--- src/rtl/arb_mux.sv ---
// arb_mux: N-channel valid/ready arbiter feeding a single-entry registered
// output stage. Arbitration is either fixed priority (lowest index wins) or
// round robin with a rotating priority pointer.
//
// Handshake: a word moves across an interface on a rising edge where both
// valid and ready are high. Valid never depends on ready. Once out_valid is
// raised, out and out_sel stay stable until out_ready takes the word.
// in_ready is combinational and is at most one-hot.
module arb_mux #(
  parameter int BUS_BITS   = 64,
  parameter int NUM_INPUTS = 4,
  parameter int ARB_MODE   = 1,
  parameter int SEL_BITS   = (NUM_INPUTS > 1) ? $clog2(NUM_INPUTS) : 1
) (
  input  logic                           clk,
  input  logic                           reset_n,
  input  logic [NUM_INPUTS*BUS_BITS-1:0] in_data,
  input  logic [NUM_INPUTS-1:0]          in_valid,
  output logic [NUM_INPUTS-1:0]          in_ready,
  output logic [BUS_BITS-1:0]            out,
  output logic                           out_valid,
  input  logic                           out_ready,
  output logic [SEL_BITS-1:0]            out_sel,
  output logic [SEL_BITS-1:0]            dbg_ptr_o
);

  // One extra bit so that pointer + offset never overflows before the
  // modulo reduction (both operands are below NUM_INPUTS).
  localparam int IDX_BITS = SEL_BITS + 1;
  localparam logic [SEL_BITS-1:0] LAST_IDX = SEL_BITS'(NUM_INPUTS - 1);

  logic [BUS_BITS-1:0] out_q, out_d;
  logic                out_valid_q, out_valid_d;
  logic [SEL_BITS-1:0] out_sel_q, out_sel_d;
  logic [SEL_BITS-1:0] ptr_q, ptr_d;

  logic                can_load;
  logic [SEL_BITS-1:0] base;
  logic [IDX_BITS-1:0] cand;
  logic                grant_found;
  logic [SEL_BITS-1:0] grant_idx;
  logic                grant;

  // Priority search starting at the base index, wrapping modulo NUM_INPUTS.
  always_comb begin
    can_load    = !out_valid_q || out_ready;
    base        = (ARB_MODE == 1) ? ptr_q : '0;
    cand        = '0;
    grant_found = 1'b0;
    grant_idx   = '0;
    for (int k = 0; k < NUM_INPUTS; k++) begin
      cand = {1'b0, base} + IDX_BITS'(k);
      if (cand >= IDX_BITS'(NUM_INPUTS)) begin
        cand = cand - IDX_BITS'(NUM_INPUTS);
      end
      if (!grant_found && in_valid[cand[SEL_BITS-1:0]]) begin
        grant_found = 1'b1;
        grant_idx   = cand[SEL_BITS-1:0];
      end
    end
    // reset_n gates the grant so in_ready is quiet while reset is held.
    grant = reset_n && can_load && grant_found;
  end

  // Handshake response and next-state values for the output stage and pointer.
  always_comb begin
    in_ready    = '0;
    out_d       = out_q;
    out_sel_d   = out_sel_q;
    out_valid_d = out_valid_q;
    ptr_d       = ptr_q;
    if (grant) begin
      in_ready[grant_idx] = 1'b1;
      // Only the granted slice is read, so junk on idle channels stays out.
      out_d       = in_data[grant_idx*BUS_BITS +: BUS_BITS];
      out_sel_d   = grant_idx;
      out_valid_d = 1'b1;
      if (ARB_MODE == 1) begin
        ptr_d = (grant_idx == LAST_IDX) ? '0 : grant_idx + SEL_BITS'(1);
      end
    end else if (out_ready) begin
      // Pop without refill: data and select keep their last values.
      out_valid_d = 1'b0;
    end
  end

  // Output register stage; reset discards any held word.
  always_ff @(posedge clk or negedge reset_n) begin
    if (!reset_n) begin
      out_q       <= '0;
      out_valid_q <= 1'b0;
      out_sel_q   <= '0;
    end else begin
      out_q       <= out_d;
      out_valid_q <= out_valid_d;
      out_sel_q   <= out_sel_d;
    end
  end

  // Round-robin priority pointer; stays at zero in fixed-priority mode.
  always_ff @(posedge clk or negedge reset_n) begin
    if (!reset_n) begin
      ptr_q <= '0;
    end else begin
      ptr_q <= ptr_d;
    end
  end

  assign out       = out_q;
  assign out_valid = out_valid_q;
  assign out_sel   = out_sel_q;
  assign dbg_ptr_o = ptr_q;

endmodule

--- config.mk ---
export PLATFORM = sky130hd
export DESIGN_NAME = arb_mux
export DESIGN_NICKNAME = d
export VERILOG_FILES = /design/src/rtl/arb_mux.sv
export SDC_FILE = /design/constraint.sdc
export NUM_CORES = 1
export LEC_CHECK = 0
export CAP_MARGIN = 20
export CORE_AREA = 5 5 127 129
export CTS_CLUSTER_SIZE = 40
export DETAILED_ROUTE_END_ITERATION = 6
export DIE_AREA = 0 0 132 134
export PLACE_DENSITY = 0.83
export SLEW_MARGIN = 20
export SYNTH_ARGS = -nofsm -noshare
export SYNTH_HDL_FRONTEND = slang
export SYNTH_SLANG_ARGS = --single-unit
export TNS_END_PERCENT = 50
--- constraint.sdc ---
create_clock -name clk -period 2.4 [get_ports clk]
set_input_delay 0.24 -clock clk [delete_from_list [all_inputs] [get_ports clk]]
set_output_delay 0.24 -clock clk [all_outputs]
set_load 0.02 [all_outputs]
* Word-level counts from Yosys, hierarchy flattened
Cells that the tools add are included.
** Operators by class
- $lt $le $gt $ge :: 10
- Eq/ne operators :: 1
- Mux-type cells :: 26
- Shift operators :: 1
- Reductions and logical operators :: 12
- Add/sub/neg operators :: 8
** Operators by type and width (number)
- 256-bit by 9-bit variable part select with 64-bit output :: 1
- 2-bit two-way mux :: 9
- 2-bit by 3-bit less-than comparator with 1-bit output (second input constant) :: 5
- 1-bit two-way mux :: 11
- 3-bit >= comparator (second input constant) :: 3
- 1-bit binary-select mux with 2-bit select :: 4
- 2-bit by 1-bit subtractor with 2-bit output (second input constant) :: 4
- 2-bit by 2-bit adder with 3-bit output (second input constant) :: 2
- 1-bit logical AND :: 6
- 1-bit zero test :: 4
- 4-bit two-way mux :: 1
- 2-bit by 1-bit adder with 3-bit output (second input constant) :: 1
- 2-bit by 3-bit >= comparator with 1-bit output (second input constant) :: 1
- 2-bit by 1-bit adder with 2-bit output (second input constant) :: 1
- 1-bit demux with 2-bit select :: 1
- 2-bit equality test (second input constant) :: 1
- 2-bit by 1-bit >= comparator with 1-bit output (second input constant) :: 1
- 2-bit nonzero test :: 1
- 1-bit logical OR :: 1
** Storage, ports and cells
- Bits in registers :: 69
- Bits of input ports :: 263
- Output and inout port bits :: 73
- Word-level logic and storage cells :: 62

* Logic depth before layout (Yosys ltp)
- Depth in word-level cells :: 19
- Depth in mapped cells :: 9
- Mapped depth without buffers :: 7

* Worst setup path before layout
Ideal clock, no wire load.
- Path type :: register to output
- Start point :: register ptr_q[0] (netlist: dbg_ptr_o[0])
- End point :: output port in_ready[3]
- Arrival :: 1723 ps
- Slack :: 437 ps
- Buffers on the path :: 2
- Cell stages (with the launch flop) :: 8
- Data required time :: 2160 ps
- Path through :: dfrtp_1 -> o221a_1 -> o22ai_4 -> buf_12 -> buf_12 -> inv_2 -> ha_1 -> and2_1
** Between the ends
- Longest elaborated chain between the ends :: 19
- Elaborated cells on any way between the ends :: 44
- Those cells by class :: add/sub: 7; order compare: 6; mux: 23; reduce/logical: 8
** RTL lines
- start, declared :: line 35 : logic [SEL_BITS-1:0] ptr_q, ptr_d;
- start signal, assigned :: line 105 : ptr_q <= ptr_d;
- branches (longest 18 deep; another with 2-bit by 1-bit adder with 3-bit output)
- 4-bit two-way mux (*) :: line 72 : if (grant) begin
- end, declared :: line 19 : output logic [NUM_INPUTS-1:0] in_ready,
Every way passes the cells marked *. The select of a mux whose other input is x is not followed.

* Worst setup path after layout
- Start point :: input port in_valid[2]
- End point :: output port in_ready[3]
** Between the ends
- Longest elaborated chain between the ends :: 17
- Elaborated cells on any way between the ends :: 29
- Those cells by class :: order compare: 2; mux: 19; reduce/logical: 8
** RTL lines
- start, declared :: line 18 : input logic [NUM_INPUTS-1:0] in_valid,
- 1-bit binary-select mux with 2-bit select :: line 56 : if (!grant_found && in_valid[cand[SEL_BITS-1:0]]) begin
- 1-bit two-way mux (not written as such) :: line 56
- 1-bit two-way mux :: line 56
- 1-bit zero test :: line 56
- 1-bit logical AND :: line 56
- 1-bit two-way mux :: line 56
- 1-bit zero test :: line 56
- 1-bit logical AND :: line 56
- 1-bit two-way mux :: line 56
- 1-bit zero test :: line 56
- 1-bit logical AND :: line 56
- 2-bit two-way mux :: line 56
- 2-bit by 3-bit less-than comparator with 1-bit output (not written as such) / 2-bit by 1-bit >= comparator with 1-bit output (equally long branches) :: line 73 : in_ready[grant_idx] = 1'b1;
- 1-bit logical AND (not written as such) :: line 73
- 1-bit two-way mux (not written as such) :: line 73
- 1-bit demux with 2-bit select :: line 73
- 4-bit two-way mux (*) :: line 72
Mark *: on every way between the ends. The rest lies on a longest branch, timed or not. The select of a mux whose other input is x is not followed.

==> qor.yml <==
synth:
  synth.largest_area_cell: "dfrtp_1"
  synth_nets: 658
  ys.flop_type: "dfrtp_1"
  synthCells: 394
  syn_avg_cell_area_um2: 11.2
  yosysUniqueCellTypes: 27
  yosysWarnings: 0
  netlist_area_mm2: 0.00441
  async_reset_ff_share_pct: 100
  synth.area.top_cells: "dfrtp_1 (39%), mux2i_1 (29%), o221ai_1 (13%), nand2_1 (6.2%), buf_12 (4.5%)"
  synth_seq_cells: 69
  synth_seq_area_share_pct: 39.2
  synth_top_area_share_pct: 39.2
  synth_edf_count: 0
pwr:
  total_leakage_power_nw: 3.77
  peakVddDrop_mv: 0.479
  p_per_area_mw_per_mm2: 935
cells_and_area:
  mostFrequentLayoutCell: "clkdlybuf4s50_1"
  fin_util_pct: 54.9
  finalNonFillerCells: 923
  final_area_mm2: 0.00818
  syn_to_final_growth_pct: 85.7
  final_cell_mix: "clkdlybuf4s50_1 (330), mux2i_1 (128), nand2_1 (72)"
  diodes: 0
  nNetsFinal: 996
  drive_gt1_share_pct: 6.80
clock_tree:
  root_buffer: "clkbuf_16"
  cts_buffers: 9
  postCtsSetupRepairBufs: 0
  h-tree-depth: 3
  cts_tree: "built"
  cts.clk_slew.worst_paths_ns: 0.06
  cts.sinks: 69
  clock_path_buffers: 2
  insertion_delay_ns: 0.32
setup_path:
  cp.required_ns: 2.16
  r2r_slack_ns: 0.36
  reg2reg_to: "out[44]"
  worstPathMaxFanout: 3
  end_kind: "output pin"
  startpoint: "in_valid[2]"
  crit_chain: "clkdlybuf4s50_1 -> inv_1 -> o221a_1 -> o22ai_4 -> inv_2 -> ha_1 -> and2_1 -> dlygate4sd2_1"
  criticalPathCategory: "in2out"
  r2r-start: "dbg_ptr_o[0]"
  critical_path.max_stage_delay_ns: 0.52
  reg2reg_depth: 6
  start_kind: "primary input"
  crit_arrival_ns: 2.00
  crit_path_end: "in_ready[3]"
  slowest_stage: "clkdlybuf4s50_1"
timing:
  finClkSkew_ns: 0.00336
  slew_violations: 0
  hold_viol_final: 0
  setup_viol: 0
  setup_ws_ns: 0.162
  fin_crit_ns: 2.24
  rsz0062_at_grt: "false"
  tightest_slew_ns: 0.881
  fmaxAchievable_mhz: 447
  relSlewSlack_pct: 41.3
  finalCritPeriodShare_pct: 93.2
floorplan:
  fp-row-count: 45
  fp.dieW_um: 132
  initial_core_util_pct: 29.5
  die_y_um: 134
  dieArea_mm2: 0.0177
  core_area_mm2: 0.0149
  ios: 336
routing:
  firstDrtPassIters: 4
  detail_route.wl_per_cell_um: 17.9
  drtIter0Drc: 107
  via_per_inst: 4.91
  drc: 0
  ant_nets: 0
  wl_um: 16500
  vias: 4534
min_path:
  min_path_type: "in2async"
place:
  pre_cts_slack_ns: -0.0748
  gp_congestion: 0.839
  portBuffers: 335
  post-dp-hpwl_um: 13400
  dp_cells: 908
  place_area_mm2: 0.00791
global_routing:
  grtUsageTotal_pct: 17.6
  grt_pass1_vias: 4786
  grt_pass1_wl_um: 25300
  antenna_found_initial: 0
  grt_max_degree: 69
  gr-total-overflow: 0
status:
  status: "finished clean"
flow_run:
  max_cap_violations: 0
-- metrics by stage --
stage          setup TNS, ns  hold WS (ns)  total power [W]
2_1_floorplan              0       -0.0556          0.00466
3_3_place_gp         -0.0371        0.0418          0.00644
3_5_place_dp          -0.787        0.0406          0.00652
4_1_cts                    0         0.246          0.00777
5_1_grt                    0         0.247          0.00810
6_report                   0         0.264          0.00765
-- cell usage after synthesis (all sizes together) (3+ instances only) --
| library cell | count |
|---|---|
| nor2b | 3 |
| bufbuf | 4 |
| o221ai | 64 |
| mux2i | 128 |
| nand2b | 3 |
| dfrtp | 69 |
| inv | 3 |
| nand2 | 73 |
| nor2 | 4 |
| buf | 23 |
| clkbuf | 9 |
-- critical path: cells and delay by family --
kind	cells	cell delay, ns
AND/OR/NAND/NOR	1	0.13
adder cells (fa/ha/maj)	1	0.20
buffers and inverters	4	0.97
AO/OA/AOI/OAI	2	0.46
-- per-layer routing --
metal	vias to the layer above	wire length, um	global-route usage, %
met5	-	0	0
met4	0	384	5.83
met3	24	1570	6.53
met2	209	8240	31.0
met1	2129	6310	19.7
li1	2172	-	-
-- cells by family after synthesis --
family                   Yosys count  share of synthesized area (%)
multiplexers                     128                           29.1
AND/OR/NAND/NOR                   85                           8.00
adder cells (fa/ha/maj)            1                          0.284
flip-flops                        69                           39.2
AO/OA/AOI/OAI                     72                           14.7
buffers and inverters             39                           8.80
-- how the worst min path moves through the flow --
stage | from | end | slack (ns)
final | reset_n | out[18] | 0.26
after global routing | reset_n | out[18] | 0.25
after CTS | reset_n | out[18] | 0.25
after detailed placement | reset_n | out[18] | 0.04
after global placement | reset_n | out[18] | 0.04
after floorplan | reset_n | dbg_ptr_o[0] | -0.06
-- registers in the layout, indices dropped and copies added, names as in the netlist --
register	cells
out	64
dbg_ptr_o	2
out_valid	1
out_sel	2
-- final cells by class --
cell class | instances | area [um^2]
fillers | 1352 | 6740
repair buffers | 363 | 3650
multi-input cells | 286 | 2300
flip-flops and latches | 69 | 1730
clock buffers | 12 | 256
well taps | 188 | 235
inverters | 3 | 11.3
clock inverters | 2 | 10.0
-- repair_timing --
| action | 4_1_cts | 5_1_grt |
|---|---|---|
| resized for setup | 4 | 0 |
| endpoints found under the setup margin | 4 | 0 |
| hold buffers | 1 | 0 |
| hold endpoints to repair | 1 | 0 |
-- power by group --
part | leakage [nW] | total (W) | internal, W | switching, W
Clock | 0.134 | 0.00121 | 0.000741 | 0.000474
Sequential | 0.851 | 0.00197 | 0.00168 | 0.000293
Combinational | 2.79 | 0.00447 | 0.00234 | 0.00212
Total | 3.77 | 0.00765 | 0.00476 | 0.00289
Note: power is estimated with default switching activity, not from simulation.
